File: src/rtl/mul_flux_sched_if.sv
// ----------------------------------------------------------------------------
// mul_flux_sched_if
//
// Purpose:
//   Bundles the scheduler/datapath handshake of the multi-flux multiplier.
//   The scheduler sits on the master modport and drives the grant side. The
//   datapath (or a testbench) sits on the slave modport and drives the
//   request/consume side.
//
// Signals:
//   en           datapath -> sched   scheduler enable
//   eligible     datapath -> sched   per-stream "can operate now"
//   fire         datapath -> sched   one operation consumed on granted stream
//   last         datapath -> sched   qualifies fire: end of stream's block
//   grant        sched -> datapath   one-hot grant (zero when idle)
//   grant_valid  sched -> datapath   grant active
//   grant_tag    sched -> datapath   index of granted stream
//   burst_cnt    sched -> datapath   fires taken in the current grant
//   starve       sched -> datapath   per-stream starvation flag
//   proto_err    sched -> datapath   sticky protocol error
// ----------------------------------------------------------------------------
interface mul_flux_sched_if #(
    parameter int FLUX      = 2,
    parameter int TAG_WIDTH = (FLUX > 1) ? $clog2(FLUX) : 1,
    parameter int BURST     = 4
);
    localparam int CNT_W = $clog2(BURST + 1);

    logic                 en;
    logic [FLUX-1:0]      eligible;
    logic                 fire;
    logic                 last;

    logic [FLUX-1:0]      grant;
    logic                 grant_valid;
    logic [TAG_WIDTH-1:0] grant_tag;
    logic [CNT_W-1:0]     burst_cnt;
    logic [FLUX-1:0]      starve;
    logic                 proto_err;

    modport master (
        input  en,
        input  eligible,
        input  fire,
        input  last,
        output grant,
        output grant_valid,
        output grant_tag,
        output burst_cnt,
        output starve,
        output proto_err
    );

    modport slave (
        output en,
        output eligible,
        output fire,
        output last,
        input  grant,
        input  grant_valid,
        input  grant_tag,
        input  burst_cnt,
        input  starve,
        input  proto_err
    );
endinterface

File: src/rtl/mul_flux_sched.sv
// ----------------------------------------------------------------------------
// mul_flux_sched
//
// Purpose:
//   Round-robin flux scheduler for the tagged multiplier datapath. A registered
//   grant rotates fairly between FLUX streams; each grant lasts at most BURST
//   accepted operations and is released early on end-of-block, on loss of
//   eligibility with no fire, or when the scheduler is disabled. On release
//   the next winner is searched starting just past the released stream and,
//   if one exists, granted at the same edge (no bubble). Per-stream wait
//   counters raise a starvation flag, and a fire seen with no active grant
//   sets a sticky protocol error.
//
// Ports:
//   clk   clock
//   rst   asynchronous, active-low reset
//   bus   mul_flux_sched_if.master (en/eligible/fire/last in,
//         grant/grant_valid/grant_tag/burst_cnt/starve/proto_err out)
//
// All outputs are flop outputs.
// ----------------------------------------------------------------------------
module mul_flux_sched #(
    parameter int FLUX         = 2,
    parameter int TAG_WIDTH    = (FLUX > 1) ? $clog2(FLUX) : 1,
    parameter int BURST        = 4,
    parameter int STARVE_LIMIT = 8
) (
    input  logic              clk,
    input  logic              rst,
    mul_flux_sched_if.master  bus
);
    localparam int CNT_W  = $clog2(BURST + 1);
    localparam int WAIT_W = $clog2(STARVE_LIMIT + 1);

    localparam logic [0:0] S_IDLE  = 1'b0;
    localparam logic [0:0] S_GRANT = 1'b1;

    // ------------------------------------------------------------------------
    // Registers
    // ------------------------------------------------------------------------
    logic [0:0]           r_state;
    logic [FLUX-1:0]      r_grant;
    logic                 r_grant_valid;
    logic [TAG_WIDTH-1:0] r_tag;
    logic [TAG_WIDTH-1:0] r_ptr;
    logic [CNT_W-1:0]     r_cnt;
    logic [WAIT_W-1:0]    r_wait [FLUX];
    logic [FLUX-1:0]      r_starve;
    logic                 r_err;

    // ------------------------------------------------------------------------
    // Combinational helpers
    // ------------------------------------------------------------------------
    logic [TAG_WIDTH-1:0] w_tag_inc;
    logic [TAG_WIDTH-1:0] w_start;
    logic                 w_found;
    logic [TAG_WIDTH-1:0] w_win;
    logic [FLUX-1:0]      w_win_onehot;
    logic                 w_tag_elig;
    logic                 w_last_beat;
    logic                 w_release;
    logic [WAIT_W-1:0]    w_wait_nxt [FLUX];

    // Modulo-FLUX increment of a stream index; collapses to 0 for FLUX=1.
    function automatic logic [TAG_WIDTH-1:0] wrap_inc(input logic [TAG_WIDTH-1:0] v);
        if (FLUX == 1) begin
            return '0;
        end
        if (int'(v) >= FLUX - 1) begin
            return '0;
        end
        return v + 1'b1;
    endfunction

    assign w_tag_inc = wrap_inc(r_tag);

    // While granted, the only search that matters is the one used on release,
    // which starts just past the current holder. In IDLE the stored pointer is
    // the start point. One search engine serves both cases.
    assign w_start = (r_state == S_GRANT) ? w_tag_inc : r_ptr;

    always_comb begin
        w_found = 1'b0;
        w_win   = '0;
        for (int k = 0; k < FLUX; k++) begin
            if (!w_found && bus.eligible[(int'(w_start) + k) % FLUX]) begin
                w_found = 1'b1;
                w_win   = TAG_WIDTH'((int'(w_start) + k) % FLUX);
            end
        end
    end

    always_comb begin
        w_win_onehot        = '0;
        w_win_onehot[w_win] = 1'b1;
    end

    assign w_tag_elig  = bus.eligible[r_tag];
    assign w_last_beat = (r_cnt == CNT_W'(BURST - 1));

    // Any combination of release causes collapses into one release; a fire in
    // the releasing cycle is simply absorbed since the count restarts anyway.
    assign w_release = (r_state == S_GRANT) &&
                       (!bus.en ||
                        (!w_tag_elig && !bus.fire) ||
                        (bus.fire && (bus.last || w_last_beat)));

    // Wait counters look at the grant held during the current cycle, so a
    // stream that is granted at this edge still counts this cycle as waiting.
    always_comb begin
        for (int i = 0; i < FLUX; i++) begin
            if (!bus.eligible[i] || r_grant[i]) begin
                w_wait_nxt[i] = '0;
            end else if (r_wait[i] == WAIT_W'(STARVE_LIMIT)) begin
                w_wait_nxt[i] = r_wait[i];
            end else begin
                w_wait_nxt[i] = r_wait[i] + 1'b1;
            end
        end
    end

    // ------------------------------------------------------------------------
    // Grant state machine
    // ------------------------------------------------------------------------
    always_ff @(posedge clk or negedge rst) begin
        if (!rst) begin
            r_state       <= S_IDLE;
            r_grant       <= '0;
            r_grant_valid <= 1'b0;
            r_tag         <= '0;
            r_ptr         <= '0;
            r_cnt         <= '0;
            r_err         <= 1'b0;
        end else begin
            if (r_state == S_IDLE) begin
                // A fire with nothing granted is a datapath protocol bug.
                if (bus.fire) begin
                    r_err <= 1'b1;
                end
                if (bus.en && w_found) begin
                    r_state       <= S_GRANT;
                    r_grant_valid <= 1'b1;
                    r_grant       <= w_win_onehot;
                    r_tag         <= w_win;
                    r_cnt         <= '0;
                end
            end else if (w_release) begin
                r_ptr <= w_tag_inc;
                if (bus.en && w_found) begin
                    // Back-to-back handover: no idle cycle between grants.
                    r_grant <= w_win_onehot;
                    r_tag   <= w_win;
                    r_cnt   <= '0;
                end else begin
                    // grant_tag keeps the last holder for debug visibility.
                    r_state       <= S_IDLE;
                    r_grant_valid <= 1'b0;
                    r_grant       <= '0;
                    r_cnt         <= '0;
                end
            end else if (bus.fire) begin
                r_cnt <= r_cnt + 1'b1;
            end
        end
    end

    // ------------------------------------------------------------------------
    // Starvation tracking
    // ------------------------------------------------------------------------
    always_ff @(posedge clk or negedge rst) begin
        if (!rst) begin
            for (int i = 0; i < FLUX; i++) begin
                r_wait[i] <= '0;
            end
            r_starve <= '0;
        end else begin
            for (int i = 0; i < FLUX; i++) begin
                r_wait[i]   <= w_wait_nxt[i];
                r_starve[i] <= (w_wait_nxt[i] == WAIT_W'(STARVE_LIMIT));
            end
        end
    end

    // ------------------------------------------------------------------------
    // Outputs
    // ------------------------------------------------------------------------
    assign bus.grant       = r_grant;
    assign bus.grant_valid = r_grant_valid;
    assign bus.grant_tag   = r_tag;
    assign bus.burst_cnt   = r_cnt;
    assign bus.starve      = r_starve;
    assign bus.proto_err   = r_err;

endmodule

File: src/flat_wrapper.sv
// flat-port wrapper written by rule: the top's interface ports become plain ports
module mul_flux_sched_flat 
#(
    parameter int FLUX         = 2,
    parameter int TAG_WIDTH    = (FLUX > 1) ? $clog2(FLUX) : 1,
    parameter int BURST        = 4,
    parameter int STARVE_LIMIT = 8
)
  (clk, rst, bus_en, bus_eligible, bus_fire, bus_last, bus_grant, bus_grant_valid, bus_grant_tag, bus_burst_cnt, bus_starve, bus_proto_err);
  mul_flux_sched_if #(.FLUX(FLUX), .TAG_WIDTH(TAG_WIDTH), .BURST(BURST)) bus_i ();
  input  logic clk;
  input  logic rst;
  input wire logic [$bits(bus_i.en)-1:0] bus_en;
  input wire logic [$bits(bus_i.eligible)-1:0] bus_eligible;
  input wire logic [$bits(bus_i.fire)-1:0] bus_fire;
  input wire logic [$bits(bus_i.last)-1:0] bus_last;
  output wire logic [$bits(bus_i.grant)-1:0] bus_grant;
  output wire logic [$bits(bus_i.grant_valid)-1:0] bus_grant_valid;
  output wire logic [$bits(bus_i.grant_tag)-1:0] bus_grant_tag;
  output wire logic [$bits(bus_i.burst_cnt)-1:0] bus_burst_cnt;
  output wire logic [$bits(bus_i.starve)-1:0] bus_starve;
  output wire logic [$bits(bus_i.proto_err)-1:0] bus_proto_err;
  assign bus_i.en = bus_en;
  assign bus_i.eligible = bus_eligible;
  assign bus_i.fire = bus_fire;
  assign bus_i.last = bus_last;
  assign bus_grant = bus_i.grant;
  assign bus_grant_valid = bus_i.grant_valid;
  assign bus_grant_tag = bus_i.grant_tag;
  assign bus_burst_cnt = bus_i.burst_cnt;
  assign bus_starve = bus_i.starve;
  assign bus_proto_err = bus_i.proto_err;
  mul_flux_sched #(.FLUX(FLUX), .TAG_WIDTH(TAG_WIDTH), .BURST(BURST), .STARVE_LIMIT(STARVE_LIMIT)) u_core (.clk(clk), .rst(rst), .bus(bus_i));
endmodule
File: config.mk
export PLATFORM = sky130hd
export DESIGN_NAME = mul_flux_sched_flat
export DESIGN_NICKNAME = d
export VERILOG_FILES = /design/src/rtl/mul_flux_sched_if.sv /design/src/rtl/mul_flux_sched.sv /design/src/flat_wrapper.sv
export SDC_FILE = /design/constraint.sdc
export NUM_CORES = 1
export LEC_CHECK = 0
export BUFFER_PORTS_ARGS = -buffer_cell sky130_fd_sc_hd__buf_4
export CORE_MARGIN = 1.5
export CORE_UTILIZATION = 25
export CTS_CLUSTER_SIZE = 28
export DETAILED_ROUTE_END_ITERATION = 10
export PLACE_DENSITY = 0.53
export SYNTH_ARGS = -nofsm -noshare
export SYNTH_HDL_FRONTEND = slang
export SYNTH_SLANG_ARGS = --single-unit
File: constraint.sdc
create_clock -name clk -period 1.5 [get_ports clk]
set_input_delay 0.15 -clock clk [delete_from_list [all_inputs] [get_ports clk]]
set_output_delay 0.15 -clock clk [all_outputs]
set_load 0.01 [all_outputs]
==> Word level (Yosys, flattened, before mapping) <==
Cells that the tools add are included.
W data, S select, Z words.
{ "totals": {"reg_bits": 20, "in_bits": 7, "out_inout_bits": 10, "wordCells": 93} }
{ "classes": {"addsub": 5, "order_cmp": 6, "eq_ne": 8, "muxes": 39, "n_bitwise": 2, "reduce_logical": 23} }
{ "op_table": {"columns": ["operator", "count"], "rows": [
  ["$mux W1", 26],
  ["$eq A4 B4 Y1 const B", 4],
  ["$mux W4", 4],
  ["$mux W3", 4],
  ["$add A4 B1 Y4 const B", 2],
  ["$mux W2", 4],
  ["$reduce_and A2 Y1", 4],
  ["$logic_and A1 B1 Y1", 6],
  ["$logic_not A1 Y1", 6],
  ["$lt A1 B2 Y1 const B", 3],
  ["$logic_or A1 B1 Y1", 5],
  ["$ne A2 B2 Y1 const B", 2],
  ["$add A3 B1 Y3 const B", 1],
  ["$eq A3 B2 Y1 const B", 1],
  ["$lt A2 B3 Y1 const B", 1],
  ["$ne A3 B3 Y1 const B", 1],
  ["$reduce_and A3 Y1", 1],
  ["$add A1 B1 Y1 const B", 2],
  ["$ge A1 B1 Y1 const B", 2],
  ["$reduce_bool A2 Y1", 1],
  ["$and A1 B1 Y1 const A", 1],
  ["$demux W1 S1", 1],
  ["$not A1 Y1", 1]
]} }

==> Logic depth before layout (Yosys ltp) <==
Gate-level depths: netlist of run 1.
{ "depth": {"ltp_word": 18, "depth_mapped": 6, "mapped_depth_nobuf": 6} }

==> Worst setup path before layout of run 1 <==
Ideal clock, no wire load.
{ "synth_path": {"kind": "flip-flop to flip-flop", "start": "register u_core.r_cnt[0] (netlist: u_core.bus.burst_cnt[0])", "end": "register u_core.r_grant[1] (netlist: u_core.bus.grant[1])", "setup_ns": 0.124, "arrival_time_ns": 1.519, "required_time_ns": 1.376, "setup_slack_ns": -0.143, "stages_incl_launch_ff": 7, "n_path_buf": 0, "period_less_slack_ns": 1.643, "path_cell_list": "dfrtp_1 -> ha_1 -> ha_1 -> nand4bb_1 -> o21ai_2 -> nor2_1 -> a211o_1"} }
{ "synth_between": {"elab_chain_cells": 7} }
{ "synth_rtl": {"columns": ["item", "line_no", "text"], "rows": [
  ["start: declaration", "mul_flux_sched.sv:46", "logic [CNT_W-1:0] r_cnt;"],
  ["start signal: assignment", "mul_flux_sched.sv:162", "r_cnt <= r_cnt + 1'b1;"],
  ["$eq A3 B2 Y1", "mul_flux_sched.sv:99", "assign w_last_beat = (r_cnt == CNT_W'(BURST - 1));"],
  ["$logic_or A1 B1 Y1", "mul_flux_sched.sv:106", "(bus.fire && (bus.last || w_last_beat)));"],
  ["$logic_and A1 B1 Y1", "mul_flux_sched.sv:106", null],
  ["$logic_or A1 B1 Y1", "mul_flux_sched.sv:105", "(!w_tag_elig && !bus.fire) ||"],
  ["$logic_and A1 B1 Y1", "mul_flux_sched.sv:103", "assign w_release = (r_state == S_GRANT) &&"],
  ["$ne A2 B2 Y1 (no line)", null, null],
  ["$reduce_and A2 Y1 (no line)", null, null],
  ["end signal: assignment", "mul_flux_sched.sv:143", "r_grant <= w_win_onehot;"],
  ["end signal: assignment", "mul_flux_sched.sv:151", "r_grant <= w_win_onehot;"],
  ["end: declaration", "mul_flux_sched.sv:42", "logic [FLUX-1:0] r_grant;"]
]} }
No other way between the ends.
A chain may end at the register's enable or synchronous reset.

==> Worst setup path in the final report of run 1 <==
{ "layout_path": {"start": "register u_core.r_cnt[1] (netlist: u_core.bus.burst_cnt[1])", "end": "register u_core.r_grant[1] (netlist: u_core.bus.grant[1])"} }
The elaborated chain is that of the path after synthesis.

==> results of run 1 <==
==> registers in the layout, indices dropped and copies added, names as in the netlist <==
signal,count
u_core.bus.grant,2
u_core.bus.grant_tag,1
u_core.r_ptr,1
u_core.bus.burst_cnt,3
u_core.bus.proto_err,1
u_core.r_state,1
u_core.bus.grant_valid,1
u_core.r_wait,8
u_core.bus.starve,2
==> report_power, final <==
part,internal (mW),switching (mW)
sequential,0.588,0.0506
clock,0.233,0.168
combinational,0.154,0.159
==> critical path: cells and delay by family, from the launching register on <==
kind                     cells  cell delay [ps]
AO/OA/AOI/OAI                2              360
adder cells (fa/ha/maj)      2              340
flip-flops                   1              380
AND/OR/NAND/NOR              2              290
==> worst max-delay path by stage <==
stage | startpoint | to
global placement | u_core.bus.burst_cnt[1] | u_core.bus.grant[1]
finish | u_core.bus.burst_cnt[1] | u_core.bus.grant[1]
floorplan | u_core.bus.burst_cnt[0] | u_core.bus.grant[1]
detailed placement | u_core.bus.burst_cnt[1] | u_core.bus.grant[1]
global route | u_core.bus.burst_cnt[1] | u_core.bus.grant[1]
CTS | u_core.bus.burst_cnt[0] | u_core.bus.grant[1]
==> layer usage <==
| layer | share of wire, % | global-route usage (%) | wire [µm] |
|---|---|---|---|
| met5 | 0 | 0 | 0 |
| met3 | 3.5 | 1.667 | 76 |
| met4 | 0.56 | 3.827 | 12 |
| met1 | 43 | 11.28 | 929 |
| met2 | 53 | 18.14 | 1127 |
==> placed cells by master, fill, tap and decap left out, types with 2 or more instances in the layout <==
cell type	instances
a21oi_1	5
buf_4	23
clkbuf_8	4
dfrtp_1	20
ha_1	4
ha_2	2
inv_1	11
mux2i_1	3
nand2_1	3
nand2b_1	3
nand3_1	5
nand3b_1	2
nor2_1	11
o21ai_0	3
o21ai_1	2
o21ai_2	2
xnor2_1	2
xor2_1	2
==> metrics by stage <==
step	instances	instance area (µm²)
finish	179	1409
global placement	171	1282
detailed placement	171	1282
global route	179	1409
CTS	178	1380
floorplan	101	1074
==> cell families (layout without fill, tap and decap cells) <==
kind of cell               count (synthesis)  in the layout  synth area share, %
AOI/OAI and AO/OA                         25             25                18.04
DFF                                       20             20                47.79
muxes                                      3              3                2.867
xor gates and xnor gates                   4              4                3.346
adders and majority gates                  6              6                7.168
buffers and inverters                     12             40                5.018
and+or+nand+nor                           31             31                15.77
==> what timing repair did <==
action,4_1_cts,5_1_grt
resized for setup,2,5
hold buffers,1,0
setup buffers,2,1
endpoints found under the setup margin,3,5
pin swaps,1,0
hold endpoints to repair,20,0
==> area by class of cell <==
class                      instances  share of cell area (%)
tap                               50                   4.441
sequential                        20                   35.52
multi-input combinational         69                   38.81
clock buffer                       4                   3.908
timing repair buffer              25                   14.39
inverter                          11                   2.931
==> metrics.md, run 1 <==
| Metric | Value |
|---|---|
| Flop-to-flop setup slack | `7 ps` |
| WL/cell | `11.99 µm` |
| Vias in the first global route | `800` |
| Critical Path Fanout Max | `5` |
| Worst path slowest cell | `dfrtp_1` |
| Htree depth | `1` |
| Ant. Diodes | `0` |
| Fmax | `0.6697 GHz` |
| Final wirelength | `2146 µm` |
| Share of the synthesized area in the top cell type | `47.79%` |
| Die width | `67.72 µm` |
| Crit end category | `register` |
| Final Hold Viols | `0` |
| Most frequent cells after synthesis | `20 x dfrtp_1, 12 x nor2_1, 11 x inv_1, 6 x ha_1, 6 x nand3_1` |
| Cell Area, Synth | `1047 µm²` |
| Dpl ws | `-45.85 ps` |
| Starting Density | `26.18%` |
| Total number of yosys warnings | `0` |
| Final Setup Violations | `0` |
| Data arrival time of the critical path | `1630 ps` |
| Fraction of layout cells with a size suffix above 1 | `31.78%` |
| Most used cell, CP | `ha_2` |
| Clk sink count | `20` |
| Reg area | `500.5 µm²` |
| Reg2Reg Capture Point | `u_core.bus.grant[1]` |
| Setup_tns | `0 ps` |
| Clock skew | `0.4500 ps` |
| Total power | `1.353 mW` |
| First-pass GRT wire length | `3429 µm` |
| Worst Hold End | `u_core.bus.proto_err` |
| DRT Pass-1 Iters | `2` |
| Synthesized netlist cell count | `101` |
| Peak supply drop | `0.0004608 V` |
| Relative slew slack | `74.93%` |
| Reg-to-reg startpoint | `u_core.bus.burst_cnt[1]` |
| Nets | `143` |
| Max-Cap Viols | `0` |
| Core footprint | `4000 µm²` |
| Top FF cell, synth | `dfrtp_1` |
| CTS root buffer | `clkbuf_8` |
| Iter 0 DRT Violations | `12` |
| Hold path depth | `2` |
| Total global-route track usage | `9.885%` |
| Post-route antenna net violation count | `0` |
| Crit path kind | `register to register` |
| Area Overhead vs Synth | `34.53%` |
| TritonCTS clock tree | `done` |
| RePlAce Congestion | `0.8265` |
| Initial antenna violation count | `0` |
| Vias | `838` |
| Worst path cell trace | `ha_2 -> ha_2 -> nand4bb_4 -> o21ai_4 -> nor2_1 -> a211o_1` |
| Num CTS Buffers | `3` |
| Max clock buf depth | `2` |
| Yosys reg bits | `20` |
| IO Count | `17` |
| Top cells by area, synth | `dfrtp_1 48%, ha_1 7.2%, nor2_1 4.3%` |
| Filler cells | `414` |
| Least-Margin Pin Slew | `376.1 ps` |
| Min Tclk post-route | `1493 ps` |
| Pin count of the biggest net entering global routing | `21` |
| DRC Markers | `0` |
| Clock slew at reported path FFs | `70 ps` |
| Sequential area share after synthesis | `47.79%` |
| Crit-path max cell delay | `380 ps` |
| Netlist cell types | `32` |
| Post-synth top area cell | `dfrtp_1` |
| Clock Latency Late Sink | `250 ps` |
| Post-synth EDFFs | `0` |
| HP Start | `bus_fire` |
| Hold_ws | `135.3 ps` |
| Tcrit/Tclk final | `99.54%` |
| Pwr dens | `960.2 nW/µm²` |
| Crit start category | `register` |
| Grt ovf | `0` |
| Outcome | `completed` |
| Row count | `23` |
| Final Util | `35.22%` |
| Die H | `67.72 µm` |
| Setup ws final | `6.892 ps` |
| Multi-input logic area | `546.8 µm²` |
| Async SR Flop Fraction | `100.0%` |
| Max-slew violation count | `0` |
| Routed vias/inst | `4.682` |
| FF-to-FF path depth | `6` |
| HPWL Detailed | `1607 µm` |
| HP Class | `primary input to register` |
| Top-count cell post-synth | `dfrtp_1` |
| Avg Cell Area, Syn | `10.37 µm²` |
| Unrepaired setup endpoints after global routing | `yes` |
| Leakage | `0.6155 nW` |
| Syn Nets | `114` |
| Die Area | `4586 µm²` |
| Required @ worst endpoint | `1640 ps` |
| Port bufs | `16` |
(Power assumes the default switching activity.)
==> inputs of run 2 (changes only) <==
--- a/config.mk
+++ b/config.mk
@@ -11,6 +11,7 @@
 export CTS_CLUSTER_SIZE = 28
 export DETAILED_ROUTE_END_ITERATION = 10
 export PLACE_DENSITY = 0.53
+export RECOVER_POWER = 50
 export SYNTH_ARGS = -nofsm -noshare
 export SYNTH_HDL_FRONTEND = slang
 export SYNTH_SLANG_ARGS = --single-unit
==> metrics.md, run 2 (synthesized netlist as in run 1, its figures left out) <==
| Metric | Value |
|---|---|
| HP Class | `primary input to register (unchanged)` |
| Total global-route track usage | `9.885% (unchanged)` |
| Final Hold Viols | `0 (unchanged)` |
| Fmax | `0.6697 GHz (unchanged)` |
| Critical Path Fanout Max | `5 (unchanged)` |
| Min Tclk post-route | `1493 ps (about the same)` |
| Port bufs | `16 (unchanged)` |
| RePlAce Congestion | `0.8265 (unchanged)` |
| Grt ovf | `0 (unchanged)` |
| Outcome | `completed (unchanged)` |
| Die width | `67.72 µm (unchanged)` |
| Clock skew | `0.4500 ps (unchanged)` |
| HPWL Detailed | `1607 µm (unchanged)` |
| Vias | `838 (unchanged)` |
| Max reg flops | `8 (unchanged)` |
| Routed vias/inst | `4.682 (unchanged)` |
| Commonest non-fill, non-tap cells in the layout | `21 x buf_4, 20 x dfrtp_1, 11 x inv_1, 11 x nor2_1 (was 23 x buf_4, 20 x dfrtp_1, 11 x inv_1, 11 x nor2_1)` |
| Unrepaired setup endpoints after global routing | `yes (unchanged)` |
| TritonCTS clock tree | `done (unchanged)` |
| Die H | `67.72 µm (unchanged)` |
| Htree depth | `1 (unchanged)` |
| Peak supply drop | `0.0004608 V (about the same)` |
| Iter 0 DRT Violations | `12 (unchanged)` |
| Crit end category | `register (unchanged)` |
| Row count | `23 (unchanged)` |
| Max clock buf depth | `2 (unchanged)` |
| Largest Register | `u_core.r_wait (unchanged)` |
| Core footprint | `4000 µm² (unchanged)` |
| DRC Markers | `0 (unchanged)` |
| Required @ worst endpoint | `1640 ps (about the same)` |
| Most common cell after layout, fill and taps aside | `buf_4 (unchanged)` |
| Ant. Diodes | `0 (unchanged)` |
| Leakage | `0.6106 nW (was 0.6155 nW)` |
| Max-Cap Viols | `0 (unchanged)` |
| Final Setup Violations | `0 (unchanged)` |
| First-pass GRT wire length | `3429 µm (unchanged)` |
| Final wirelength | `2145 µm (was 2146 µm)` |
| IO Count | `17 (unchanged)` |
| Post-route antenna net violation count | `0 (unchanged)` |
| Max-slew violation count | `0 (unchanged)` |
| Least-Margin Pin Slew | `505.5 ps (was 376.1 ps)` |
| Pwr dens | `963.9 nW/µm² (was 960.2 nW/µm²)` |
| Relative slew slack | `66.30% (was 74.93%)` |
| Vias in the first global route | `800 (unchanged)` |
| Initial antenna violation count | `0 (unchanged)` |
| Crit start category | `register (unchanged)` |
| Clock slew at reported path FFs | `70 ps (about the same)` |
| Data arrival time of the critical path | `1630 ps (about the same)` |
| Placed cell count | `171 (unchanged)` |
| Starting Density | `26.18% (unchanged)` |
| DRT Pass-1 Iters | `2 (unchanged)` |
| CTS root buffer | `clkbuf_8 (unchanged)` |
| Flop-to-flop setup slack | `7 ps (about the same)` |
| Num CTS Buffers | `3 (unchanged)` |
| Crit path kind | `register to register (unchanged)` |
| Die Area | `4586 µm² (unchanged)` |
| Nets | `143 (unchanged)` |
| Tcrit/Tclk final | `99.54% (about the same)` |
| Area Overhead vs Synth | `33.93% (was 34.53%)` |
| Fraction of layout cells with a size suffix above 1 | `31.01% (was 31.78%)` |
| Final Util | `35.06% (was 35.22%)` |
| Clock Latency Late Sink | `250 ps (about the same)` |
| Post-Layout Cell Count | `179 (unchanged)` |
| WL/cell | `11.98 µm (was 11.99 µm)` |
| Clk sink count | `20 (unchanged)` |
| Pin count of the biggest net entering global routing | `21 (unchanged)` |
-- run 2: cell types whose count changed in the layout (fill, tap and decap cells not counted), sizes merged --
cell	delta
buf	-2
clkbuf	+2
-- run 2: timing repair --
item / 4_1_cts / 5_1_grt
pin swaps: 1 / 0
buffers inserted: 2 / 1
hold endpoints to repair: 20 / 0
hold buffers: 1 / 0
gates cloned: 0 / 0
setup endpoints to repair: 3 / 5
resized for setup: 2 / 5
-- run 2: worst paths after layout --
kind | depth (start not counted) | startpoint | end
max in group asynchronous | 2 | rst | u_core.bus.starve[0]
max reg2reg | 6 | u_core.bus.burst_cnt[1] | u_core.bus.grant[1]
min reg2reg | 1 | u_core.bus.proto_err | u_core.bus.proto_err
max | 6 | u_core.bus.burst_cnt[1] | u_core.bus.grant[1]
min in group asynchronous | 2 | rst | u_core.bus.grant[1]
min | 2 | bus_fire | u_core.bus.proto_err
-- run 2: final cells by class --
type | instances | area (µm²)
clock buffer | 4 | 55.05
fill | 413 | 2597
sequential | 20 | 500.5
tap | 50 | 62.56
multi-input combinational | 69 | 546.8
timing repair buffer | 25 | 196.4
inverter | 11 | 41.29
-- run 2: through the flow --
| stage | cell area [µm²] | TNS [ps] | total power [mW] | worst slack (ps) | hold WS, ps |
|---|---|---|---|---|---|
| 6_report | 1403 | 0 | 1.352 | 6.892 | 135.3 |
| 5_1_grt | 1403 | -189.4 | 1.438 | -70.70 | 125.8 |
| 4_1_cts | 1380 | 0 | 1.366 | 2.689 | 129.7 |
| 3_5_place_dp | 1282 | -102.6 | 0.9396 | -45.85 | 49.68 |
| 3_3_place_gp | 1282 | 0 | 0.9318 | 9.549 | 47.79 |
| 2_1_floorplan | 1074 | -29.08 | 0.8143 | -21.51 | -145.6 |
-- run 2: report_power, final --
group          switching, mW  internal (mW)
Clock                  0.168          0.233
Sequential            0.0506          0.588
Combinational          0.159          0.153
-- run 2: worst max-delay path: stages (launching register included) --
cell       delay, ps
dfrtp_1          380
ha_2             180
ha_2             160
nand4bb_4        230
o21ai_4          120
nor2_1            60
a211o_1          240
-- run 2: per-layer routing --
layer	wire length [µm]	global-route usage [%]
met3	76	1.667
met5	0	0
met1	929	11.28
met2	1126	18.14
met4	12	3.827
==> inputs of run 3 (changes only) <==
--- a/config.mk
+++ b/config.mk
@@ -12,6 +12,7 @@
 export DETAILED_ROUTE_END_ITERATION = 10
 export PLACE_DENSITY = 0.53
 export RECOVER_POWER = 50
+export REMOVE_ABC_BUFFERS = 1
 export SYNTH_ARGS = -nofsm -noshare
 export SYNTH_HDL_FRONTEND = slang
 export SYNTH_SLANG_ARGS = --single-unit
==> metrics.md, run 3 (synthesized netlist as in run 1, its figures left out) <==
| Metric | Value |
|---|---|
| Data arrival time of the critical path | `1620 ps (was 1630 ps)` |
| Vias | `839 (was 838)` |
| Internal power | `0.9763 mW (was 0.9745 mW)` |
| Final Hold Viols | `0 (unchanged)` |
| DP Area | `1279 µm² (was 1282 µm²)` |
| Ant. Diodes | `0 (unchanged)` |
| Post-route cell area | `1431 µm² (was 1403 µm²)` |
| Worst path cell trace | `ha_4 -> ha_4 -> nand4bb_4 -> o21ai_2 -> nor2_1 -> a211o_1 (was ha_2 -> ha_2 -> nand4bb_4 -> o21ai_4 -> nor2_1 -> a211o_1)` |
| Pin count of the biggest net entering global routing | `21 (unchanged)` |
| Row count | `23 (unchanged)` |
| Most used cell, CP | `ha_4 (was ha_2)` |
| DRC Markers | `0 (unchanged)` |
| CTS root buffer | `clkbuf_8 (unchanged)` |
| Least-Margin Pin Slew | `496.5 ps (was 505.5 ps)` |
| Clk sink count | `20 (unchanged)` |
| Clock slew at reported path FFs | `70 ps (about the same)` |
| Most common cell after layout, fill and taps aside | `buf_4 (unchanged)` |
| IO Count | `17 (unchanged)` |
| Fmax | `0.6755 GHz (was 0.6697 GHz)` |
| Crit-path max cell delay | `420 ps (was 380 ps)` |
| Commonest non-fill, non-tap cells in the layout | `23 x buf_4, 19 x dfrtp_1, 11 x nor2_1 (was 21 x buf_4, 20 x dfrtp_1, 11 x inv_1, 11 x nor2_1)` |
| Clk pwr share | `29.6% (was 29.7%)` |
| Post-route antenna net violation count | `0 (unchanged)` |
| Final Util | `35.78% (was 35.06%)` |
| Max-Cap Viols | `0 (unchanged)` |
| Hold_ws | `138.9 ps (was 135.3 ps)` |
| Die Area | `4586 µm² (unchanged)` |
| Unrepaired setup endpoints after global routing | `yes (unchanged)` |
| Pwr dens | `947.9 nW/µm² (was 963.9 nW/µm²)` |
| Crit end category | `register (unchanged)` |
| Fraction of layout cells with a size suffix above 1 | `35.11% (was 31.01%)` |
| Final Setup Violations | `0 (unchanged)` |
| Initial antenna violation count | `0 (unchanged)` |
| Crit path kind | `register to register (unchanged)` |
| Iter 0 DRT Violations | `12 (unchanged)` |
| Critical Path Fanout Max | `5 (unchanged)` |
| Nets | `145 (was 143)` |
| Setup ws final | `19.52 ps (was 6.892 ps)` |
| Min Tclk post-route | `1480 ps (was 1493 ps)` |
| Sequential share of power | `47.1% (was 47.2%)` |
| Worst path slowest cell | `dfrtp_1 (unchanged)` |
| Max reg flops | `8 (unchanged)` |
| Relative slew slack | `66.90% (was 66.30%)` |
| Final wirelength | `2275 µm (was 2145 µm)` |
| Clock Latency Late Sink | `250 ps (about the same)` |
| Placed cell count | `174 (was 171)` |
| Total global-route track usage | `11.20% (was 9.885%)` |
| Max clock buf depth | `2 (unchanged)` |
| HPWL Detailed | `1677 µm (was 1607 µm)` |
| Port bufs | `16 (unchanged)` |
| Htree depth | `1 (unchanged)` |
| TritonCTS clock tree | `done (unchanged)` |
| Tcrit/Tclk final | `98.70% (was 99.54%)` |
| Outcome | `completed (unchanged)` |
| Switching Share | `28.04% (was 27.92%)` |
| Clock skew | `4.023 ps (was 0.4500 ps)` |
| Die width | `67.72 µm (unchanged)` |
| Num CTS Buffers | `3 (unchanged)` |
| Starting Density | `26.18% (unchanged)` |
| Area Overhead vs Synth | `36.68% (was 33.93%)` |
| Crit start category | `register (unchanged)` |
| Vias in the first global route | `854 (was 800)` |
| RePlAce Congestion | `0.7999 (was 0.8265)` |
| DRT Pass-1 Iters | `4 (was 2)` |
| Switching power | `0.3804 mW (was 0.3775 mW)` |
| Dpl ws | `-124.2 ps (was -45.85 ps)` |
| Post-Layout Cell Count | `181 (was 179)` |
| Peak supply drop | `0.0004277 V (was 0.0004608 V)` |
| Grt ovf | `0 (unchanged)` |
| WL/cell | `12.57 µm (was 11.98 µm)` |
| Max-slew violation count | `0 (unchanged)` |
| Combinational share of power | `23.3% (was 23.1%)` |
| Required @ worst endpoint | `1640 ps (about the same)` |
| Routed vias/inst | `4.635 (was 4.682)` |
| Filler cells | `395 (was 413)` |
| Die H | `67.72 µm (unchanged)` |
| Core footprint | `4000 µm² (unchanged)` |
| Largest Register | `u_core.r_wait (unchanged)` |
| Leakage | `0.6210 nW (was 0.6106 nW)` |
| HP Class | `primary input to register (unchanged)` |
| First-pass GRT wire length | `3870 µm (was 3429 µm)` |
-- run 3: cell types whose count changed in the layout (fill, tap and decap cells not counted), moves of 2 or more --
cell and delta:
buf_4 +2, buf_6 +2, o21ai_1 +2, ha_2 -2
ha_4 +2
-- run 3: worst paths after layout --
check / startpoint / to / slack [ps] / cells past startpoint
hold / removal: bus_fire / u_core.bus.proto_err / 140 / 2
min in group asynchronous: rst / u_core.r_ptr / 380 / 2
setup reg to reg: u_core.bus.burst_cnt[0] / u_core.bus.grant[1] / 20 / 6
hold reg to reg: u_core.bus.proto_err / u_core.bus.proto_err / 460 / 1
max in group asynchronous: rst / u_core.bus.grant_tag / 760 / 2
setup / recovery: u_core.bus.burst_cnt[0] / u_core.bus.grant[1] / 20 / 6
-- run 3: per-stage QoR --
stage / setup TNS [ps] / power, mW
2_1_floorplan: -241.3 / 0.8026
3_3_place_gp: -204.4 / 0.9333
3_5_place_dp: -569.1 / 0.9413
4_1_cts: 0 / 1.369
5_1_grt: -166.8 / 1.458
6_report: 0 / 1.357
-- run 3: per-layer routing --
layer	up-vias	part of all wire, %	global-route usage [%]
met2	22	51	19.00
li1	413	-	-
met1	402	44	14.23
met3	2	4.1	2.000
met5	-	0	0
met4	0	0.35	3.827
-- run 3: timing repair --
action	4_1_cts	5_1_grt
pin swaps	4	8
setup endpoints to repair	7	9
hold buffers	1	0
hold endpoints to repair	20	0
setup buffers	0	2
resized for setup	7	10
gates cloned	0	0
-- run 3: area by class of cell --
type,count,area [µm²],share of cell area (%)
inverters,11,41.29,2.885
clock buffers,4,55.05,3.846
repair buffers,27,210.2,14.69
multi-input cells,69,560.5,39.16
well taps,50,62.56,4.371
flip-flops and latches,20,501.7,35.05
-- run 3: power by group through the flow --
| stage | Combinational [mW] | Sequential (mW) | Clock (mW) |
|---|---|---|---|
| global route | 0.353 | 0.647 | 0.458 |
| global placement | 0.289 | 0.644 | 0 |
| floorplan | 0.154 | 0.648 | 0 |
| finish | 0.316 | 0.640 | 0.401 |
| CTS | 0.308 | 0.637 | 0.424 |
| detailed placement | 0.296 | 0.646 | 0 |
-- run 3: worst max-delay path, delay by kind of cell (launching register included) --
family	cells	cell delay [ps]
compound gates	2	330
fa+ha+maj	2	330
flops	1	420
simple gates	2	280
